`src/rtl/apb_pkg.sv`:
```
// Shared definitions for the APB master bridge: bus widths and the
// transfer state encoding.
package apb_pkg;

  localparam int APB_DATA_W = 32;
  localparam int APB_STRB_W = 4;
  localparam int APB_PROT_W = 3;

  typedef enum logic [1:0] {
    IDLE   = 2'd0,
    SETUP  = 2'd1,
    ACCESS = 2'd2,
    RESP   = 2'd3
  } apb_state_e;

endpackage

```
`src/rtl/apb_wait_timer.sv`:
```
// Saturating wait-state counter; expired flags the ACCESS cycle whose
// stall would bring the count up to TIMEOUT (never asserted when TIMEOUT=0).
module apb_wait_timer #(
  parameter int TIMEOUT = 16
) (
  input  logic clk,
  input  logic rst,
  input  logic clear,
  input  logic enable,
  output logic expired
);

  localparam int CNT_W = (TIMEOUT > 0) ? $clog2(TIMEOUT + 1) : 1;
  localparam logic [CNT_W-1:0] CNT_MAX  = CNT_W'(TIMEOUT);
  localparam logic [CNT_W-1:0] CNT_LAST = (TIMEOUT > 0) ? CNT_W'(TIMEOUT - 1) : '0;

  logic [CNT_W-1:0] cnt;

  always_ff @(posedge clk) begin
    if (rst || clear) begin
      cnt <= '0;
    end else if (enable && (cnt != CNT_MAX)) begin
      cnt <= cnt + 1'b1;
    end
  end

  // Combinational look-ahead so the bridge leaves ACCESS after exactly TIMEOUT stalls.
  assign expired = (TIMEOUT != 0) && enable && (cnt == CNT_LAST);

endmodule

```
`src/rtl/apb_master_bridge.sv`:
```
// Valid/ready request port to APB4 master, one transfer outstanding,
// with a wait-state timeout so a hung slave cannot stall the requester.
//
// state  | meaning
// IDLE   | ready for a request; bus idle
// SETUP  | PSEL=1, PENABLE=0 for one cycle
// ACCESS | PSEL=1, PENABLE=1 until PREADY or timeout
// RESP   | response held until rsp_ready
module apb_master_bridge
  import apb_pkg::*;
#(
  parameter int ADDR_W  = 32,
  parameter int TIMEOUT = 16
) (
  input  logic                  PCLK,
  input  logic                  PRESET,
  input  logic                  req_valid,
  output logic                  req_ready,
  input  logic                  req_write,
  input  logic [ADDR_W-1:0]     req_addr,
  input  logic [APB_DATA_W-1:0] req_wdata,
  input  logic [APB_STRB_W-1:0] req_strb,
  input  logic [APB_PROT_W-1:0] req_prot,
  output logic                  rsp_valid,
  input  logic                  rsp_ready,
  output logic [APB_DATA_W-1:0] rsp_rdata,
  output logic                  rsp_err,
  output logic                  PSEL,
  output logic                  PENABLE,
  output logic                  PWRITE,
  output logic [ADDR_W-1:0]     PADDR,
  output logic [APB_DATA_W-1:0] PWDATA,
  output logic [APB_STRB_W-1:0] PSTRB,
  output logic [APB_PROT_W-1:0] PPROT,
  input  logic [APB_DATA_W-1:0] PRDATA,
  input  logic                  PREADY,
  input  logic                  PSLVERR
);

  apb_state_e state;
  logic       accept;
  logic       timer_en;
  logic       expired;

  assign req_ready = (state == IDLE) && !PRESET;
  assign accept    = req_valid && req_ready;
  assign PSEL      = (state == SETUP) || (state == ACCESS);
  assign PENABLE   = (state == ACCESS);
  assign rsp_valid = (state == RESP);
  assign timer_en  = (state == ACCESS) && !PREADY;

  apb_wait_timer #(
    .TIMEOUT(TIMEOUT)
  ) u_wait_timer (
    .clk    (PCLK),
    .rst    (PRESET),
    .clear  (accept),
    .enable (timer_en),
    .expired(expired)
  );

  always_ff @(posedge PCLK) begin
    if (PRESET) begin
      state     <= IDLE;
      PWRITE    <= 1'b0;
      PADDR     <= '0;
      PWDATA    <= '0;
      PSTRB     <= '0;
      PPROT     <= '0;
      rsp_rdata <= '0;
      rsp_err   <= 1'b0;
    end else begin
      case (state)
        IDLE: begin
          if (accept) begin
            PWRITE <= req_write;
            PADDR  <= req_addr;
            PWDATA <= req_wdata;
            PSTRB  <= req_write ? req_strb : '0;
            PPROT  <= req_prot;
            state  <= SETUP;
          end
        end
        SETUP: state <= ACCESS;
        ACCESS: begin
          // A completing slave takes priority over a timeout in the same cycle.
          if (PREADY) begin
            rsp_rdata <= PWRITE ? '0 : PRDATA;
            rsp_err   <= PSLVERR;
            state     <= RESP;
          end else if (expired) begin
            rsp_rdata <= '0;
            rsp_err   <= 1'b1;
            state     <= RESP;
          end
        end
        RESP: begin
          if (rsp_ready) state <= IDLE;
        end
        default: state <= IDLE;
      endcase
    end
  end

endmodule

```
`config.mk`:
```
export PLATFORM = sky130hd
export DESIGN_NAME = apb_master_bridge
export DESIGN_NICKNAME = d
export VERILOG_FILES = /design/src/rtl/apb_pkg.sv /design/src/rtl/apb_wait_timer.sv /design/src/rtl/apb_master_bridge.sv
export SDC_FILE = /design/constraint.sdc
export NUM_CORES = 1
export LEC_CHECK = 0
export ABC_AREA = 0
export CAP_MARGIN = 25
export CELL_PAD_IN_SITES_DETAIL_PLACEMENT = 0
export CELL_PAD_IN_SITES_GLOBAL_PLACEMENT = 1
export CORE_UTILIZATION = 28
export DETAILED_ROUTE_END_ITERATION = 6
export PLACE_DENSITY = 0.79
export SYNTH_ARGS = -nofsm -noshare
export SYNTH_HDL_FRONTEND = slang
export SYNTH_SLANG_ARGS = --single-unit
```
`constraint.sdc`:
```
create_clock -name PCLK -period 2.4 [get_ports PCLK]
set_input_delay 0.72 -clock PCLK [delete_from_list [all_inputs] [get_ports PCLK]]
set_output_delay 0.72 -clock PCLK [all_outputs]
set_load 0.05 [all_outputs]
```
* After elaboration in Yosys (flattened, before gate mapping)
Cells that the tools add are included.
Word-level totals: flip-flop bits (word level) 112, logic and storage cells 43, input port bits 110, output and inout bits 109
Cells by class: mux-type cells 11, reduce and logical (&&, ||, !) cells 14, $add $sub $neg 1, equality and inequality tests 8
Operators by type and width (count):
- 32-bit 2-to-1 mux | 3
- 2-bit 2-to-1 mux | 4
- 2-bit one-hot mux with 4 select lines | 1
- 5-bit by 1-bit adder with 5-bit output, second input constant | 1
- 5-bit by 4-bit == test with 1-bit output, second input constant | 1
- 1-bit logical AND | 5
- 5-bit != test, second input constant | 1
- 2-bit == test, second input constant | 2
- 4-bit 2-to-1 mux | 1
- 2-bit by 1-bit != test with 1-bit output, second input constant | 2
- 2-bit AND reduction | 2
- 3-bit by 1-bit != test with 1-bit output, second input constant | 1
- 3-bit AND reduction | 1
- 2-bit by 1-bit == test with 1-bit output, second input constant | 1
- 1-bit logical NOT | 2
- 2-bit logical NOT | 1
- 1-bit logical OR | 2
- 1-bit 2-to-1 mux | 2
- 2-bit nonzero test | 1

* Depth between registers and ports, before layout
depth in word-level cells 6, depth in mapped cells 7, gate-level depth less buffers 6

* Modules after synthesis
A second synthesis with hierarchy kept.
Unflattened totals: cell total of the unflattened synthesis 515, area, all modules 4658.2 um^2
By module, submodules not included:
- apb_master_bridge | times used 1, cells an instance 484, seq. area each 2142.1 um^2, area each 4371.7 um^2
- apb_wait_timer | times used 1, cells an instance 31, seq. area each 100.1 um^2, area each 286.5 um^2

* Least setup slack after synthesis
Ideal clock, no wire load.
path type input to output, start in PRESET, end out req_ready, path buffers 0, stages on the path 1, arrival 1.004 ns, setup slack 0.676 ns, required time 1.680 ns, cell sequence nor2b_4
On the way: cells in the longest elaborated chain, start to end 2
RTL lines:
- from (decl) | RTL line apb_master_bridge.sv:16 | input logic PRESET,
- 1-bit logical NOT | RTL line apb_master_bridge.sv:45 | assign req_ready = (state == IDLE) && !PRESET;
- 1-bit logical AND | RTL line apb_master_bridge.sv:45
- to (decl) | RTL line apb_master_bridge.sv:18 | output logic req_ready,
Every way passes these cells.

* Worst setup path after layout
start reg PWDATA[17], end out PWDATA[17]
RTL lines:
- from (decl) | RTL line apb_master_bridge.sv:32 | output logic [APB_DATA_W-1:0] PWDATA,
- from (signal assigned) | RTL line apb_master_bridge.sv:78 | PWDATA <= req_wdata;
No word-level cell between the ends.

==> flow_summary.json <==
{
  "max_cap_violations": 0,
  "cts.htree.levels": 3,
  "critical_path.cell_chain": "clkdlybuf4s50_1",
  "via_to_cell_ratio": 4.75,
  "netlist_instances": 362,
  "wl_um": 11700,
  "finalCriticalPeriod_ns": 2.27,
  "placement.io_buffers": 218,
  "cts.root.buffer_cell": "clkbuf_16",
  "areaGrowthSynthToFinish_pct": 67.5,
  "die_height_um": 120,
  "ys.warnings.count": 0,
  "cts_sinks": 112,
  "worst_hold_check_path_type": "register to register",
  "grt_start_max_net_pins": 73,
  "layout_cells_sized_above_1_pct": 6.42,
  "initial_standard_cell_utilization_of_the_core_pct": 29.0,
  "worstReg2RegStart": "state[0]",
  "cts.repair.resized": 0,
  "detailedPlacementHpwl_um": 8480,
  "cts_setup_buffers": 0,
  "pin_count": 219,
  "drtIter0Drc": 210,
  "clk_path_buf_depth": 2,
  "ant_nets": 0,
  "place_worst_setup_slack_ns": 0.00470,
  "leakage_nw": 2.39,
  "timing.setup.tns_ns": 0,
  "cts_tree": "built",
  "cpMaxStageDelayCell": "clkdlybuf4s50_1",
  "drt_drc_violations_left": 0,
  "global_route.usage.total_pct": 16.3,
  "net-switching-power_w": 0.00261,
  "result_of_the_run": "complete, no violations",
  "antenna_found_initial": 0,
  "post-place-cells": 736,
  "ff2ff_setup_slack_ns": 0.37,
  "die_area_um2": 14300,
  "grt_first_pass_wirelength_um": 18300,
  "critPathBufInv": 1,
  "place_congestion": 0.726,
  "synth_fp_nets": 479,
  "reg2reg_to": "PWDATA[8]",
  "slowest_delay_ns": 0.85,
  "die_w_um": 120,
  "final_min_period_over_clock_period_pct": 94.5,
  "cp_data_required_time_ns": 1.68,
  "clkLatencyLatePin_ns": 0.36,
  "antenna-diode-count": 0,
  "synth_top_area_cell": "dfxtp_1",
  "worst_path_setup_slack_after_routing_ns": 0.132,
  "pwr_cell_area_nw_per_um2": 999,
  "avgSynthCellArea_um2": 10.7,
  "share_seq_of_total_power_pct": 35.5,
  "holdCritStartpoint": "rsp_rdata[28]",
  "cts.hold.buffers_added": 0,
  "placementRows": 42,
  "internal-power_w": 0.00389,
  "setup_violations": 0,
  "stdcell_count": 752,
  "critical_path_class": "register to output pin",
  "design.final.nets": 688,
  "synth_top_cells_by_area": "dfxtp_1 (58%), a22o_1 (15%), a21oi_1 (4.5%), nand3_1 (4.3%), nand2_1 (3.2%)",
  "switching_fraction_pct": 40.1,
  "comb_power_share_pct": 41.5,
  "detail_route.first_pass.iterations": 4,
  "post-route-util_pct": 48.6,
  "synthDominantCellAreaShare_pct": 57.7,
  "crit_path_start_kind": "register",
  "clk_transition_reported_paths_ns": 0.08,
  "worstMarginPinSlew_ns": 0.794,
  "cp_top_family": "buffers and inverters",
  "wl_per_cell_um": 15.6,
  "synth_seq_area_share_pct": 57.7,
  "portion_of_total_power_attributed_to_the_clock_network_pct": 22.9,
  "report.final.slew_viol_count": 0,
  "crit_path_end_kind": "output pin",
  "worst_clock_skew_ns": 0.00744,
  "route.vias.total": 3574,
  "grt_pass1_vias": 3493,
  "reg2reg_depth": 5,
  "ys_ff_latch": 112,
  "max_freq_mhz": 441,
  "worst-path-max-fanout": 2,
  "floorplan.core_area_um2": 13400,
  "yosys.cell_types.count": 35,
  "cts_buffers": 9,
  "holdWs_ns": 0.452,
  "hold-path-endpoint": "rsp_rdata[28]",
  "holdPathStages": 2,
  "max-slew-margin-rel_pct": 47.1,
  "vdd_drop_max_mv": 0.331,
  "post_synth_instance_area_um2": 3880,
  "rsz_0062_raised_after_global_routing": "no",
  "grt_remaining_overflow": 0,
  "hold_viol": 0,
  "arrival_ns": 1.55
}
power groups by stage:
stage               sequential, W  combinational, W  clock [W]
global route              0.00234           0.00284    0.00162
global placement          0.00234           0.00268          0
detailed placement        0.00235           0.00271          0
finish                    0.00231           0.00270    0.00149
floorplan                 0.00327          0.000831          0
CTS                       0.00231           0.00272    0.00155
worst reg2reg max path, delay by kind of cell (launching register included):
kind                       cells  cell delay (ns)
AOI/OAI and AO/OA              1             0.32
adders and majority gates      1             0.33
buffers and inverters          1             0.11
DFF                            1             0.32
and+or+nand+nor                2             0.90
cells in the mapped netlist:
cell type	n
a2111oi_0	1
a211oi_1	2
a21o_1	1
a21oi_1	35
a221o_1	1
a221oi_1	2
a22o_1	68
a32o_1	4
a41o_1	1
and2_4	1
and3_1	1
and4bb_2	1
buf_1	1
buf_2	12
buf_4	1
buf_6	8
clkbuf_1	7
clkbuf_2	1
dfxtp_1	112
ha_1	7
inv_1	8
mux2i_1	1
nand2_1	33
nand2b_1	4
nand3_1	33
nand4b_1	1
nor2_1	3
nor2b_1	3
nor2b_4	1
nor3_1	1
o21a_1	1
o21ai_0	2
o21ai_1	1
o31ai_1	1
or3_1	2
routing by layer:
layer	track usage (%)	routed length, µm
met4	4.77	182
met2	27.3	5680
met1	18.8	4750
met5	0	0
met3	7.13	1130
cell families (layout without fill, tap and decap cells):
family | Yosys count | after routing | synth area share (%)
AOI/OAI and AO/OA | 120 | 120 | 23.4
DFF | 112 | 112 | 57.7
and+or+nand+nor | 84 | 84 | 10.6
buffers and inverters | 38 | 252 | 5.73
adders and majority gates | 7 | 7 | 2.26
muxes | 1 | 1 | 0.258
through the flow:
step	area [µm²]	total power [W]
after floorplan	3880	0.00410
after global placement	6210	0.00502
after detailed placement	6210	0.00506
after CTS	6510	0.00659
after global routing	6510	0.00679
final	6510	0.00650
cells in the final DEF (no fill, tap or decap), types with 3 or more instances in the layout:
cell               n
a32o_1             4
inv_1              8
inv_8              4
buf_12             3
nand2_1           33
clkbuf_16          9
buf_4             12
dfxtp_1          112
nor2_1             3
clkdlybuf4s50_1  213
nand3_1           33
nand2b_1           4
a22o_1            68
ha_1               7
a21oi_1           34
flip-flops by register name, indices dropped and copies added (netlist names):
name and flops:
rsp_rdata 32, PPROT 3, PSTRB 4, PWRITE 1, PWDATA 32, u_wait_timer.cnt 5, rsp_err 1, PADDR 32
state 2
cell type report:
type / count / area, µm²
well taps: 176 / 220
multi-input cells: 212 / 1440
fillers: 1234 / 6890
clock inverters: 7 / 70.1
inverters: 8 / 30.0
clock buffers: 9 / 225
repair buffers: 228 / 2280
flip-flops and latches: 112 / 2240
how the worst max path moves through the flow:
stage	slack, ns	end	depth (start not counted)	from
final	0.13	PWDATA[17]	1	PWDATA[17]
after global routing	0.05	req_ready	4	state[0]
after CTS	0.09	PWDATA[19]	1	PWDATA[19]
after detailed placement	0.005	PSTRB[0]	4	PRESET
after global placement	0.05	PSTRB[3]	4	PRESET
after floorplan	0.68	req_ready	1	PRESET
No activity file was read; power rests on OpenSTA's default activity.
